### config.mk
export PLATFORM = sky130hd
export DESIGN_NAME = spi_exec_cluster_flat
export DESIGN_NICKNAME = d
export VERILOG_FILES = /design/src/rtl/spi_exec_cluster_if.sv /design/src/rtl/spi_exec_cluster.sv /design/src/flat_wrapper.sv
export SDC_FILE = /design/constraint.sdc
export NUM_CORES = 1
export LEC_CHECK = 0
export ABC_AREA = 1
export CAP_MARGIN = 5
export CORE_MARGIN = 10
export CORE_UTILIZATION = 45
export CTS_CLUSTER_SIZE = 28
export DETAILED_ROUTE_END_ITERATION = 7
export HOLD_SLACK_MARGIN = 0.03
export PLACE_DENSITY = 0.71
export SLEW_MARGIN = 10
export SYNTH_ARGS = -nofsm -noshare
export SYNTH_HDL_FRONTEND = slang
export SYNTH_SLANG_ARGS = --single-unit
### constraint.sdc
create_clock -name clock -period 4.13 [get_ports clock]
set_input_delay 0.413 -clock clock [delete_from_list [all_inputs] [get_ports clock]]
set_output_delay 0.413 -clock clock [all_outputs]
set_load 0.01 [all_outputs]
### src/rtl/spi_exec_cluster_if.sv
// SPI bus bundle shared between the core (SPI master) and the execution cluster.
//   nss  : active-low frame select, master to slave
//   sclk : SPI clock, mode 0 (idle low), master to slave
//   mosi : master-to-slave data, MSB first
//   miso : slave-to-master data, MSB first
interface spi_exec_cluster_if;
   logic nss;
   logic sclk;
   logic mosi;
   logic miso;

   // The core drives the frame and samples the returned result
   modport master (output nss, output sclk, output mosi, input miso);

   // The cluster receives the frame and drives back the result
   modport slave  (input nss, input sclk, input mosi, output miso);
endinterface

### src/rtl/spi_exec_cluster.sv
// SPI-slave execution cluster: receives an opcode and two operands over one
// SPI frame, runs them through an ALU (ADD/SUB/AND) or a barrel shifter
// (SHL/SHR/SRA/ROL), and returns the result within the same frame.
// Opcode 011 belongs to the multiplier on the same bus and is left alone.
// Ports:
//   clock : system clock, rising edge
//   reset : asynchronous, active-high
//   spi   : slave modport of spi_exec_cluster_if (nss, sclk, mosi in; miso out)
module spi_exec_cluster #(
   parameter int DATA_W      = 32,
   parameter int SYNC_STAGES = 2
) (
   input  logic                clock,
   input  logic                reset,
   spi_exec_cluster_if.slave   spi
);

   localparam int SHAMT_W    = $clog2(DATA_W);
   localparam int IN_BITS    = 8 + 2 * DATA_W;
   localparam int FRAME_BITS = IN_BITS + DATA_W;
   localparam int CNT_W      = $clog2(FRAME_BITS + 1);

   typedef enum logic [2:0] {
      IDLE,
      SHIFT_IN,
      EXEC,
      SHIFT_OUT,
      DONE
   } stateType;

   stateType              state;
   logic [CNT_W-1:0]      bitCount;
   logic [7:0]            cmdReg;
   logic [DATA_W-1:0]     opA;
   logic [DATA_W-1:0]     opB;
   logic [DATA_W-1:0]     result;
   logic                  misoReg;

   logic [SYNC_STAGES-1:0] nssSync;
   logic [SYNC_STAGES-1:0] sclkSync;
   logic [SYNC_STAGES-1:0] mosiSync;
   logic                   nssPrev;
   logic                   sclkPrev;

   logic                   nssS;
   logic                   sclkS;
   logic                   mosiS;
   logic                   sclkRise;
   logic                   sclkFall;
   logic                   nssFall;

   logic [2:0]             opcode;
   logic [SHAMT_W-1:0]     shamt;
   logic                   ownedOp;
   logic [DATA_W-1:0]      execY;
   logic [2*DATA_W-1:0]    rotWide;

   // Bring the SPI pins into the clock domain. nss resets to its idle (high)
   // level so a frame can only start from a genuine falling edge.
   always_ff @(posedge clock or posedge reset) begin
      if (reset) begin
         nssSync  <= '1;
         sclkSync <= '0;
         mosiSync <= '0;
         nssPrev  <= 1'b1;
         sclkPrev <= 1'b0;
      end else begin
         nssSync  <= {nssSync[SYNC_STAGES-2:0], spi.nss};
         sclkSync <= {sclkSync[SYNC_STAGES-2:0], spi.sclk};
         mosiSync <= {mosiSync[SYNC_STAGES-2:0], spi.mosi};
         nssPrev  <= nssSync[SYNC_STAGES-1];
         sclkPrev <= sclkSync[SYNC_STAGES-1];
      end
   end

   // mosi travels through the same number of flops as sclk, so the sample
   // seen alongside a detected rising edge is the bit the master presented.
   always_comb begin
      nssS     = nssSync[SYNC_STAGES-1];
      sclkS    = sclkSync[SYNC_STAGES-1];
      mosiS    = mosiSync[SYNC_STAGES-1];
      sclkRise = sclkS & ~sclkPrev;
      sclkFall = ~sclkS & sclkPrev;
      nssFall  = ~nssS & nssPrev;
   end

   // ALU and barrel shifter share one result mux. Rotation is done by
   // shifting a doubled copy of A so a zero rotate needs no special case.
   always_comb begin
      opcode  = cmdReg[7:5];
      shamt   = opB[SHAMT_W-1:0];
      ownedOp = (opcode != 3'b011);
      rotWide = {opA, opA} << shamt;
      execY   = '0;
      case (opcode)
         3'b000:  execY = opA + opB;
         3'b001:  execY = opA - opB;
         3'b010:  execY = opA & opB;
         3'b100:  execY = opA << shamt;
         3'b101:  execY = opA >> shamt;
         3'b110:  execY = DATA_W'($signed(opA) >>> shamt);
         3'b111:  execY = rotWide[2*DATA_W-1:DATA_W];
         default: execY = '0;
      endcase
   end

   // Frame sequencer. Command and operands form one long shift chain, so
   // after the last input bit the command byte sits at the top of cmdReg.
   // The result register doubles as the output shifter; miso is updated only
   // on falling sclk edges so it is stable when the master samples on rising.
   // nss going high in any active state abandons the frame.
   always_ff @(posedge clock or posedge reset) begin
      if (reset) begin
         state    <= IDLE;
         bitCount <= '0;
         cmdReg   <= '0;
         opA      <= '0;
         opB      <= '0;
         result   <= '0;
         misoReg  <= 1'b0;
      end else if (state != IDLE && nssS) begin
         state    <= IDLE;
         bitCount <= '0;
         misoReg  <= 1'b0;
      end else begin
         case (state)
            IDLE: begin
               misoReg <= 1'b0;
               if (nssFall) begin
                  state    <= SHIFT_IN;
                  bitCount <= '0;
               end
            end
            SHIFT_IN: begin
               if (sclkRise) begin
                  cmdReg   <= {cmdReg[6:0], opA[DATA_W-1]};
                  opA      <= {opA[DATA_W-2:0], opB[DATA_W-1]};
                  opB      <= {opB[DATA_W-2:0], mosiS};
                  bitCount <= bitCount + 1'b1;
                  if (bitCount == CNT_W'(IN_BITS - 1)) begin
                     state <= EXEC;
                  end
               end
            end
            EXEC: begin
               if (ownedOp) begin
                  result <= execY;
                  state  <= SHIFT_OUT;
               end else begin
                  state  <= DONE;
               end
            end
            SHIFT_OUT: begin
               if (sclkFall) begin
                  misoReg <= result[DATA_W-1];
                  result  <= {result[DATA_W-2:0], 1'b0};
               end
               if (sclkRise) begin
                  bitCount <= bitCount + 1'b1;
                  if (bitCount == CNT_W'(FRAME_BITS - 1)) begin
                     state   <= DONE;
                     misoReg <= 1'b0;
                  end
               end
            end
            DONE: begin
               misoReg <= 1'b0;
            end
            default: begin
               state   <= IDLE;
               misoReg <= 1'b0;
            end
         endcase
      end
   end

   assign spi.miso = misoReg;

endmodule

### src/flat_wrapper.sv
// flat-port wrapper written by rule: the top's interface ports become plain ports
module spi_exec_cluster_flat 
#(
   parameter int DATA_W      = 32,
   parameter int SYNC_STAGES = 2
)
  (clock, reset, spi_nss, spi_sclk, spi_mosi, spi_miso);
  spi_exec_cluster_if spi_i ();
  input  logic clock;
  input  logic reset;
  input wire logic [$bits(spi_i.nss)-1:0] spi_nss;
  input wire logic [$bits(spi_i.sclk)-1:0] spi_sclk;
  input wire logic [$bits(spi_i.mosi)-1:0] spi_mosi;
  output wire logic [$bits(spi_i.miso)-1:0] spi_miso;
  assign spi_i.nss = spi_nss;
  assign spi_i.sclk = spi_sclk;
  assign spi_i.mosi = spi_mosi;
  assign spi_miso = spi_i.miso;
  spi_exec_cluster #(.DATA_W(DATA_W), .SYNC_STAGES(SYNC_STAGES)) u_core (.clock(clock), .reset(reset), .spi(spi_i));
endmodule
==> results of run 1 <==
[cells by family after synthesis]
| kind of cell | synth area share (%) |
|---|---|
| fa+ha+maj | 3.59 |
| compound gates | 14.2 |
| buf+inv | 9.62 |
| flops | 24.2 |
| simple gates | 46.1 |
| xor+xnor | 2.27 |
[cells in the mapped netlist (16+ instances only)]
library cell  number
nand2_1          674
nand3_1          401
inv_1            165
nor2_1           153
a21oi_1          136
o21ai_0          130
dfrtp_1          120
buf_2             38
ha_1              35
xor2_1            30
clkbuf_1          29
nand4_1           27
nor3_1            27
buf_1             17
nand2_2           16
[state kept, by name (all words and copies together) (netlist names)]
register and count:
u_core.opA 32, u_core.opB 32, u_core.result 32, u_core.cmdReg 8
u_core.bitCount 7, u_core.state 3, u_core.mosiSync 2, u_core.nssSync 2
u_core.sclkSync 2, u_core.nssPrev 1, u_core.sclkPrev 1, u_core.spi.miso 1
[final cells by class]
cell class,instances,share of cell area [%]
repair buffers,41,2.44
multi-input cells,1746,62.1
clock inverters,15,1.12
flip-flops and latches,123,22.7
inverters,179,5.01
diodes,1,0.0184
clock buffers,17,3.12
well taps,378,3.47
[how the worst max path moves through the flow]
stage / start / endpoint / cells after the start
5_1_grt: u_core.opB[2] / u_core.result[30] / 22
3_5_place_dp: u_core.opB[2] / u_core.result[23] / 18
2_1_floorplan: reset / u_core.bitCount[0] / 1
6_report: u_core.opB[2] / u_core.result[27] / 21
3_3_place_gp: u_core.opB[2] / u_core.result[23] / 18
4_1_cts: u_core.opB[2] / u_core.result[23] / 19
[per-layer routing]
metal	part of all wire [%]	global-route usage [%]	vias to the layer above
met3	9.3	7.42	152
met5	0	0	-
met4	5.0	16.1	0
li1	-	-	7104
met1	41	40.3	7141
met2	44	49.9	742
[per-stage QoR]
| step | util, % | cells | worst slack (ns) |
|---|---|---|---|
| 2_1_floorplan | - | 2152 | 0.451 |
| 3_3_place_gp | 46.8 | 2467 | 0.478 |
| 3_5_place_dp | 46.8 | 2467 | 0.386 |
| 4_1_cts | 48.9 | 2499 | 0.361 |
| 5_1_grt | 48.9 | 2499 | 0.00846 |
| 6_report | 48.9 | 2500 | 0.265 |
[placed cells by master, fill, tap and decap left out, types with 4 or more instances in the layout]
cell,n
xor2_1,30
o211ai_1,15
ha_1,35
nor2_4,4
clkbuf_16,17
nor4_1,7
nor2_2,5
o21ai_2,6
a31oi_1,10
nand3b_1,13
inv_2,13
nor3_1,27
dfrtp_1,117
buf_4,35
nand4_1,27
nor2_1,153
o21ai_0,130
and2_1,5
nand2_1,674
inv_1,163
nand3_1,400
inv_8,4
nand2_2,16
inv_6,6
clkdlybuf4s50_1,5
a21oi_1,136
o21ai_1,15
==> run metrics, run 1 <==
IO Port Bufs 5; buffer depth of the longest clock path 2; CP Launch Type flip-flop; Die W 188 um; cts repair resizes 0; CP max FO 9; # hold bufs at CTS 0; CTS Buf Count 17; largest cells by area after synthesis dfrtp_1 24%, nand2_1 20%, nand3_1 16%; reg2reg end u_core.result[27]; Core Area 0.0279 mm2; Worst-Margin Slew 0.942 ns; Worst R2R Path Depth 21; area occupied by multi-input gates 0.00846 mm2; max incr delay on CP 0.52 ns; largest net degree at the start of global routing 75; Mapped Avg Cell Area 5.92 um2; DR iter-0 viols 1897; Top delay family on crit path simple AND/OR/NAND/NOR gates; Hold EP u_core.mosiSync[1]; Initial Util 45.8%; CTS Root Cell clkbuf_16; sequential-to-total area share from yosys stat 24.2%; area taken by flip-flops and latches 0.00309 mm2; slew margin rel. 36.7%; TritonCTS clock tree yes; data required time of the worst path 4.45 ns; FF+latch count, synth 123; cell area after synthesis 0.0127 mm2; # nets final 2149; RSZ-0062 raised after global routing no; worst min-delay path category flip-flop to flip-flop; hold_sp u_core.mosiSync[0]; worst reg2reg startpoint u_core.opB[2]; DRC violations left 0; worst hold slack 0.350 ns; dpl cell area 0.0130 mm2; Clock transition at path regs 0.06 ns; Critical Path End Type flip-flop; WP buf/inv 2; CP arrival 4.18 ns; Main synth FF type dfrtp_1; DR vias 15100; Gate Count Post-Synth 2152; Rows 61; Finished Cell Area 0.0136 mm2; R2R setup slack 0.27 ns; Layout Skew 0.0104 ns; Setup CP Type flip-flop to flip-flop; gr ovfl total 0; status completed; H-tree depth 4; Hold Vio Cnt, Final 0; setup TNS 0 ns; Yosys top cell area share 23.6%; min cycle time layout 3.86 ns; post-CTS setup buffer count 0; GRT Resource Usage Total 31.9%; WL/cell 23.1 um; CP Cell Sequence nor2_4 > nand4_2 > or2_1 > nor3_2 > nand4_1 > nand2_1 > xor2_1 > ha_1 > nand2_1 > inv_1 > nand2_1 > nor2_1 > inv_1 > nor2_1 > nor2_1 > nand2_1 > nand2_1 > nand3_1 > nand3_1 > nand2_1 > nand2_1; final setup fails 0; number of nets still failing antenna checks after routing 0; CTS sink cnt 123; Die Y 188 um; hold depth 0; DR vias/cell 6.06; cell at the slowest stage of the critical path dfrtp_2; # IOs 6; share of synthesized flip-flops with an asynchronous set or reset 100%; CP most frequent cell nand2_1; Area Overhead vs Synth 6.78%; vias in the first global route 14100; Synth area leader dfrtp_1; global-route wire length before repair 86900 um; Ys Warns 0; Die Area 0.0355 mm2; HPWL after DPL 44300 um; share of cells above drive strength 1 6.27%; Post-synth EDFFs 0; Final Cycle Share 93.6%; GP Congestion 1.04; max-capacitance violation count 0; initial antenna violation count 0; Slew Limit Fails 0; Clock Latency Late Sink 0.44 ns; Pre-Repair DR Iteration Count 5; wirelength, routed 57700 um; Distinct cells, synth 53; Post-Syn Nets 2193; fill count 2995; f_max 259 MHz
Power of run 1 is not shown: default switching activity piles up to over one toggle a cycle in this logic, so the estimate is an artifact.
==> run 2: changes to the inputs <==
- CORE_UTILIZATION: 45 -> 40
- PLACE_DENSITY: 0.71 -> 0.66
==> run metrics, run 2 (synthesis results as in run 1) <==
# hold bufs at CTS 0 (unchanged); max incr delay on CP 0.50 ns (was 0.52 ns); Area Overhead vs Synth 6.68% (was 6.78%); cell at the slowest stage of the critical path dfrtp_2 (unchanged); vias in the first global route 14000 (was 14100); initial antenna violation count 0 (unchanged); wirelength, routed 55000 um (was 57700 um); CTS Root Cell clkbuf_16 (unchanged); CP arrival 4.17 ns (was 4.18 ns); share of cells above drive strength 1 6.05% (was 6.27%); Die W 199 um (was 188 um); GRT Resource Usage Total 27.8% (was 31.9%); WP buf/inv 2 (unchanged); Pre-Repair DR Iteration Count 6 (was 5); hold_sp u_core.mosiSync[0] (unchanged); WL/cell 21.8 um (was 23.1 um); GP Congestion 1.03 (was 1.04); Rows 65 (was 61); Die Y 199 um (was 188 um); # nets final 2145 (was 2149); CP Cell Sequence inv_2 > nand2_2 > inv_2 > nand4_2 > or2_1 > nor3_2 > nor2_1 > xor2_1 > ha_1 > a21oi_1 > o21ai_0 > nand3b_1 > o21ai_0 > nor2_1 > nor2_1 > nand3_1 > nand2_1 > a21oi_1 (was nor2_4 > nand4_2 > or2_1 > nor3_2 > nand4_1 > nand2_1 > xor2_1 > ha_1 > nand2_1 > inv_1 > nand2_1 > nor2_1 > inv_1 > nor2_1 > nor2_1 > nand2_1 > nand2_1 > nand3_1 > nand3_1 > nand2_1 > nand2_1); top flop regs u_core.opA: 32 flops, u_core.opB: 32 flops, u_core.result: 32 flops (unchanged); gr ovfl total 0 (unchanged); CP Launch Type flip-flop (unchanged); Slew Limit Fails 0 (unchanged); min cycle time layout 3.85 ns (was 3.86 ns); DRC violations left 0 (unchanged); Worst-Margin Slew 1.04 ns (was 0.942 ns); number of nets still failing antenna checks after routing 0 (unchanged); CP max FO 10 (was 9); Top delay family on crit path simple AND/OR/NAND/NOR gates (unchanged); f_max 260 MHz (was 259 MHz); Critical Path End Type flip-flop (unchanged); CP most frequent cell nor2_1 (was nand2_1); DR vias/cell 5.99 (was 6.06); Core Area 0.0315 mm2 (was 0.0279 mm2); post-CTS setup buffer count 0 (unchanged); Clock transition at path regs 0.07 ns (was 0.06 ns); status completed (unchanged); cts repair resizes 0 (unchanged); Initial Util 40.5% (was 45.8%); largest net degree at the start of global routing 84 (was 75); crit path from u_core.opB[3] (was u_core.opB[2]); worst min-delay path category flip-flop to flip-flop (unchanged); Clock Latency Late Sink 0.44 ns (about the same); Layout Skew 0.0125 ns (was 0.0104 ns); most frequent cells in the layout 674 x nand2_1, 400 x nand3_1, 163 x inv_1, 153 x nor2_1, 136 x a21oi_1 (unchanged); IO Port Bufs 5 (unchanged); CTS Buf Count 17 (unchanged); H-tree depth 4 (unchanged); # IOs 6 (unchanged); max-capacitance violation count 0 (unchanged); DR vias 15100 (about the same); CTS sink cnt 123 (unchanged); Final Cycle Share 93.1% (was 93.6%); final setup fails 0 (unchanged); Die Area 0.0394 mm2 (was 0.0355 mm2); DR iter-0 viols 2125 (was 1897); buffer depth of the longest clock path 2 (unchanged); slew margin rel. 30.8% (was 36.7%); Hold Vio Cnt, Final 0 (unchanged); antenna cell count 0 (was 1); RSZ-0062 raised after global routing no (unchanged); data required time of the worst path 4.45 ns (about the same); worst reg2reg startpoint u_core.opB[3] (was u_core.opB[2]); setup TNS 0 ns (unchanged); global-route wire length before repair 83900 um (was 86900 um); HPWL after DPL 42400 um (was 44300 um); Setup CP Type flip-flop to flip-flop (unchanged); fill count 3452 (was 2995); TritonCTS clock tree yes (unchanged); commonest non-fill, non-tap cell in the layout nand2_1 (unchanged)
[run 2: changes by cell type in the layout (fill, tap and decap cells not counted), sizes merged]
cell / change
buf: -4
inv: -4
clkinvlp: +2
clkbuf: +1
clkinv: +1
diode: -1
[run 2: worst paths after layout]
path                       cells past startpoint  slack (ns)                 end
setup / recovery                              18        0.28   u_core.result[12]
hold / removal                                 0        0.35  u_core.mosiSync[1]
setup reg to reg                              18        0.28   u_core.result[12]
hold reg to reg                                0        0.35  u_core.mosiSync[1]
max in group asynchronous                      3        2.77       u_core.opB[0]
min in group asynchronous                      2        0.57     u_core.sclkPrev
[run 2: stage by stage]
stage	util (%)	hold slack (ns)	worst slack [ns]	cells	cell area [um2]
global placement	41.4	0.333	0.480	2487	13000
CTS	43.2	0.354	0.399	2519	13600
finish	43.2	0.352	0.284	2519	13600
global route	43.2	0.356	0.0918	2519	13600
floorplan	-	0.331	0.451	2152	12700
detailed placement	41.4	0.340	0.415	2487	13000
[run 2: layout make-up]
type                       count  area (um2)  share of cell area [%]
inverter                     179         682                    5.01
multi-input combinational   1746        8460                    62.2
tap                          402         503                    3.70
sequential                   123        3090                    22.7
clock inverter                14         139                    1.02
clock buffer                  18         429                    3.16
timing repair buffer          37         303                    2.23
[run 2: per-layer routing]
metal | track usage (%) | wire [um] | up-vias | share of wire, %
met5 | 0 | 0 | - | 0
met4 | 12.2 | 2250 | 0 | 4.1
met2 | 43.7 | 24500 | 709 | 45
met3 | 4.28 | 4810 | 116 | 8.8
met1 | 37.0 | 23400 | 7182 | 43
li1 | - | - | 7084 | -
[run 2: worst reg2reg max path: stages, from the launching register on]
cell,delay [ns]
dfrtp_2,0.50
inv_2,0.09
nand2_2,0.12
inv_2,0.09
nand4_2,0.17
or2_1,0.30
nor3_2,0.18
nor2_1,0.08
xor2_1,0.15
ha_1,0.37
a21oi_1,0.27
o21ai_0,0.17
nand3b_1,0.29
o21ai_0,0.19
nor2_1,0.06
nor2_1,0.29
nand3_1,0.22
nand2_1,0.11
a21oi_1,0.08
Power of run 2 is left out for the same reason.
==> RTL edit 1: new RTL, flow settings as in run 2 <==
Compare `bitCount` against `CNT_W'(IN_BITS - 1)` with >= in place of ==.
--- a/src/rtl/spi_exec_cluster.sv
+++ b/src/rtl/spi_exec_cluster.sv
@@ -139,3 +139,3 @@
                   bitCount <= bitCount + 1'b1;
-                  if (bitCount == CNT_W'(IN_BITS - 1)) begin
+                  if (bitCount >= CNT_W'(IN_BITS - 1)) begin
                      state <= EXEC;
Function: no difference found for any inputs over 10 cycles, from zero or initial values and one cycle with reset high; that may be too few to reach the edited logic, so the function may still have changed.
==> RTL edit 1 against run 2 <==
Cell area is 1.1% higher. Synthesized area is 0.28% higher. Sequential cell count stayed put. Highest routed layer is now met5. Setup slack worse by 0.12 ns. Wire length is 5.5% higher. Hold slack worse by 0.0031 ns.
Power is left out: the tool's default activity adds up to more than one toggle a clock period on the data nets, which glitch-free logic cannot reach.
==> RTL edit 1: results (changes against run 2) <==
[cts]
htree_levels=4  ; unchanged
path_clk_slew_ns=0.06

[run_status]
outcome=finished, final reports clean  ; unchanged

[grt]
grt_use_met1_pct=38.36  ; was 36.96%
grtUsageMet3_pct=5.762  ; was 4.275%
grt_pass1_vias=14125  ; was 14.01k
antenna_found_initial=3  ; was 0
grt_use_total_pct=29.55  ; was 27.78%
grt_max_degree=83  ; was 84
grt_pass1_wl_um=87330  ; was 83900 µm
grt_use_met2_pct=45.97  ; was 43.65%

[placed_design]
post-dp-hpwl_um=45020  ; was 42420 µm
dp_cells=2446  ; was 2487
place_ws_ns=0.3938  ; was 0.4148 ns
gp_congestion=1.046  ; was 1.031

[setup_path]
slowest_delay_ns=0.45  ; was 0.50 ns
r2r-end=u_core.result[7]  ; was u_core.result[12]
reg2reg_from=u_core.opB[4]  ; was u_core.opB[3]
rr_worst_depth=17  ; was 18
critical_path.max_fanout=9  ; was 10
crit_slowest_cell=o21ai_0  ; was dfrtp_2
r2r_slack_ns=0.16  ; was 0.28 ns
critPathArrivalTime_ns=4.34  ; was 4.17 ns

[synth]
yosysSeqAreaShare_pct=24.10  ; was 24.17%
ys_types=59  ; was 53
synth_commonest_cells=nand2_1, nand3_1, nor2_1, inv_1, o21ai_0  ; was nand2_1, nand3_1, inv_1, nor2_1, a21oi_1
synthCells=2089  ; was 2152
synthTopCellsByArea=dfrtp_1, nand2_1, nand3_1, o21ai_0, a21oi_1  ; was dfrtp_1, nand2_1, nand3_1, a21oi_1, o21ai_0

[drt]
dr.first_iter.drc_count=1641  ; was 2125
drt-total-wl_um=58020  ; was 54970 µm
vias=14946  ; was 15.09k

[layout]
finalNonFillerCells=2478  ; was 2519
drive_gt1_share_pct=9.104  ; was 6.046%

[timing]
skew_ns=0.01234  ; was 0.01248 ns
worstMarginPinSlew_ns=0.8240  ; was 1.037 ns
hold_slack_ns=0.3485  ; was 0.3516 ns

[min_path]
holdCritPathClass=in2async  ; was reg2reg

==> RTL edit 1: worst max path at each step <==
stage | slack (ns) | endpoint | depth (start not counted) | start
6_report | 0.16 | u_core.result[7] | 17 | u_core.opB[4]
5_1_grt | 0.04 | u_core.result[30] | 22 | u_core.opB[4]
4_1_cts | 0.37 | u_core.result[7] | 17 | u_core.opB[4]
3_5_place_dp | 0.39 | u_core.result[7] | 17 | u_core.opB[4]
3_3_place_gp | 0.38 | u_core.result[7] | 17 | u_core.opB[4]
2_1_floorplan | 0.45 | u_core.bitCount[0] | 1 | reset
==> RTL edit 1: layer usage <==
metal | share of wire (%) | vias up
met4 | 4.9 | 6
met5 | 0.078 | -
met1 | 42 | 7177
met3 | 8.1 | 130
li1 | - | 6941
met2 | 45 | 692
==> RTL edit 1: worst max-delay path, delay by kind of cell (launching register included) <==
kind,cells,cell delay (ns)
AND/OR/NAND/NOR,9,1.47
adder cells (fa/ha/maj),1,0.35
AO/OA/AOI/OAI,3,0.99
flip-flops,1,0.42
XOR/XNOR,1,0.17
buffers and inverters,3,0.45
==> RTL edit 1: cell type report <==
class | instances | area (µm²)
tap | 402 | 503.0
timing repair buffer | 48 | 397.9
clock inverter | 13 | 138.9
fill | 3438 | 17800
inverter | 160 | 610.6
clock buffer | 19 | 442.9
multi-input combinational | 1713 | 8577
sequential | 123 | 3085
==> RTL edit 1: cell families (layout without fill, tap and decap cells) <==
group	after synthesis	after routing	synth area share (%)
and+or+nand+nor	1307	1307	46.08
AOI/OAI and AO/OA	338	338	15.11
buffers and inverters	253	240	8.915
DFF	123	123	24.10
adders and majority gates	36	36	3.582
xor gates and xnor gates	31	31	2.123
muxes	1	1	0.08806
==> RTL edit 2: new RTL, flow settings as in run 2 <==
Made on the original files. `DATA_W` is set to 32 in 2 places; all go to 16.
--- a/src/rtl/spi_exec_cluster.sv
+++ b/src/rtl/spi_exec_cluster.sv
@@ -9,3 +9,3 @@
 module spi_exec_cluster #(
-   parameter int DATA_W      = 32,
+   parameter int DATA_W      = 16,
    parameter int SYNC_STAGES = 2
--- a/src/flat_wrapper.sv
+++ b/src/flat_wrapper.sv
@@ -3,3 +3,3 @@
 #(
-   parameter int DATA_W      = 32,
+   parameter int DATA_W      = 16,
    parameter int SYNC_STAGES = 2
Formal check against the unedited RTL: same outputs for any inputs over 10 cycles, from zero or initial values and one cycle with reset high; that may be too few to reach the edited logic, so the function may still have changed.
==> RTL edit 2 against run 2 <==
Wire length is 64% lower. Synthesized area shrank 50%. Sequential cell count fell by 49. Fmax is 19% higher. Cell area decreased by 49%. Setup slack better by 0.60 ns.
Power is left out: the tool's default activity adds up to more than one toggle a clock period on the data nets, which glitch-free logic cannot reach.
==> RTL edit 2: results (changes against run 2) <==
[min_path]
worst_hold_startpoint=u_core.mosiSync[0]  ; unchanged
holdCritPathClass=reg2reg  ; unchanged

[run_status]
outcome=finished, final reports clean  ; unchanged

[setup_path]
crit_family=simple AND/OR/NAND/NOR gates  ; unchanged
slowest_delay_ns=0.39  ; was 0.50 ns
critical_path.max_fanout=21  ; was 10
worstSetupStartpoint=u_core.opB[0]  ; was u_core.opB[3]
critPathArrivalTime_ns=3.51  ; was 4.17 ns
rr_worst_depth=17  ; was 18
r2r_slack_ns=0.89  ; was 0.28 ns
r2r-end=u_core.result[14]  ; was u_core.result[12]
crit_slowest_cell=dfrtp_1  ; was dfrtp_2

[drt]
vias=6700  ; was 15.09k
dr_wl_met2_um=8683  ; was 24510 µm
drt-total-wl_um=19900  ; was 54970 µm
wl_met3_um=1604  ; was 4810 µm
wl_per_cell_um=16.10  ; was 21.82 µm
dr.first_iter.drc_count=801  ; was 2125
first_pass_iters=8  ; was 6
highest_layer=met4  ; unchanged
wl_met1_um=8998  ; was 23390 µm

[layout]
drive_gt1_share_pct=5.784  ; was 6.046%
reg_top3=u_core.opA (16), u_core.opB (16), u_core.result (16)  ; was u_core.opA (32), u_core.opB (32), u_core.result (32)
n_antenna_cell=0  ; unchanged

[grt]
grt_use_met1_pct=25.91  ; was 36.96%
grt_max_degree=57  ; was 84
grt_use_total_pct=18.74  ; was 27.78%
grt_pass1_wl_um=32730  ; was 83900 µm
grtUsageMet3_pct=3.337  ; was 4.275%
grt_use_met2_pct=28.62  ; was 43.65%
grt_pass1_vias=6185  ; was 14.01k

[timing]
worstMarginPinSlew_ns=0.9578  ; was 1.037 ns
skew_ns=0.01203  ; was 0.01248 ns
hold_slack_ns=0.3498  ; was 0.3516 ns

[synth]
synth_commonest_cells=nand2_1, nand3_1, inv_1, nor2_1, dfrtp_1  ; was nand2_1, nand3_1, inv_1, nor2_1, a21oi_1
syn_nets=1053  ; was 2193
ys_types=47  ; was 53
synthTopCellsByArea=dfrtp_1, nand2_1, nand3_1, inv_1, o21ai_0  ; was dfrtp_1, nand2_1, nand3_1, a21oi_1, o21ai_0
yosysSeqAreaShare_pct=29.11  ; was 24.17%
synthCells=1028  ; was 2152
synth_top_area_share_pct=27.88  ; was 23.55%

[placed_design]
gp_congestion=1.008  ; was 1.031
dp_cells=1220  ; was 2487
post-dp-hpwl_um=14940  ; was 42420 µm
place_ws_ns=0.9502  ; was 0.4148 ns
place_area_mm2=0.006571  ; was 0.01303 mm²

[cts]
htree_levels=3  ; was 4
clock_path_buffers=2  ; unchanged
path_clk_slew_ns=0.06
clock_latency_ns=0.35  ; was 0.44 ns
cts_inserted_buffers=9  ; was 17

==> RTL edit 2: cell count changes after synthesis, sizes merged, moves of 69 or more <==
cell          run 2  this run
inv             178       109
nand3           403       152
a21oi           137        56
nor2            163        87
o21ai           151        68
nand2           690       346
==> RTL edit 2: worst max path at each step <==
| stage | to | slack (ns) | cells past startpoint |
|---|---|---|---|
| detailed placement | u_core.result[14] | 0.95 | 17 |
| global route | u_core.result[14] | 0.45 | 19 |
| CTS | u_core.result[14] | 0.93 | 17 |
| global placement | u_core.result[8] | 0.99 | 22 |
| finish | u_core.result[14] | 0.89 | 17 |
| floorplan | u_core.result[13] | 1.28 | 21 |
==> RTL edit 2: worst reg2reg max path: cells and delay by family (launching register included) <==
kind                       cells  cell delay (ns)
AOI/OAI and AO/OA              3             0.59
buffers and inverters          1             0.30
and+or+nand+nor               10             1.17
adders and majority gates      2             0.64
xor gates and xnor gates       1             0.10
DFF                            1             0.39
==> RTL edit 2: logic make-up after synthesis <==
family                   Yosys count  share of synthesized area, %
AO/OA/AOI/OAI                    147                         12.60
XOR/XNOR                          16                         2.199
adder cells (fa/ha/maj)           20                         4.044
buffers and inverters            150                         9.717
flip-flops                        74                         29.11
multiplexers                       1                        0.1571
AND/OR/NAND/NOR                  620                         42.17
==> RTL edit 2: final cells by class <==
| type | instances | area (µm²) |
|---|---|---|
| clock inverter | 6 | 72.57 |
| fill | 1712 | 8887 |
| timing repair buffer | 16 | 132.6 |
| inverter | 110 | 414.1 |
| tap | 216 | 270.3 |
| sequential | 74 | 1856 |
| multi-input combinational | 804 | 3899 |
| clock buffer | 10 | 239.0 |
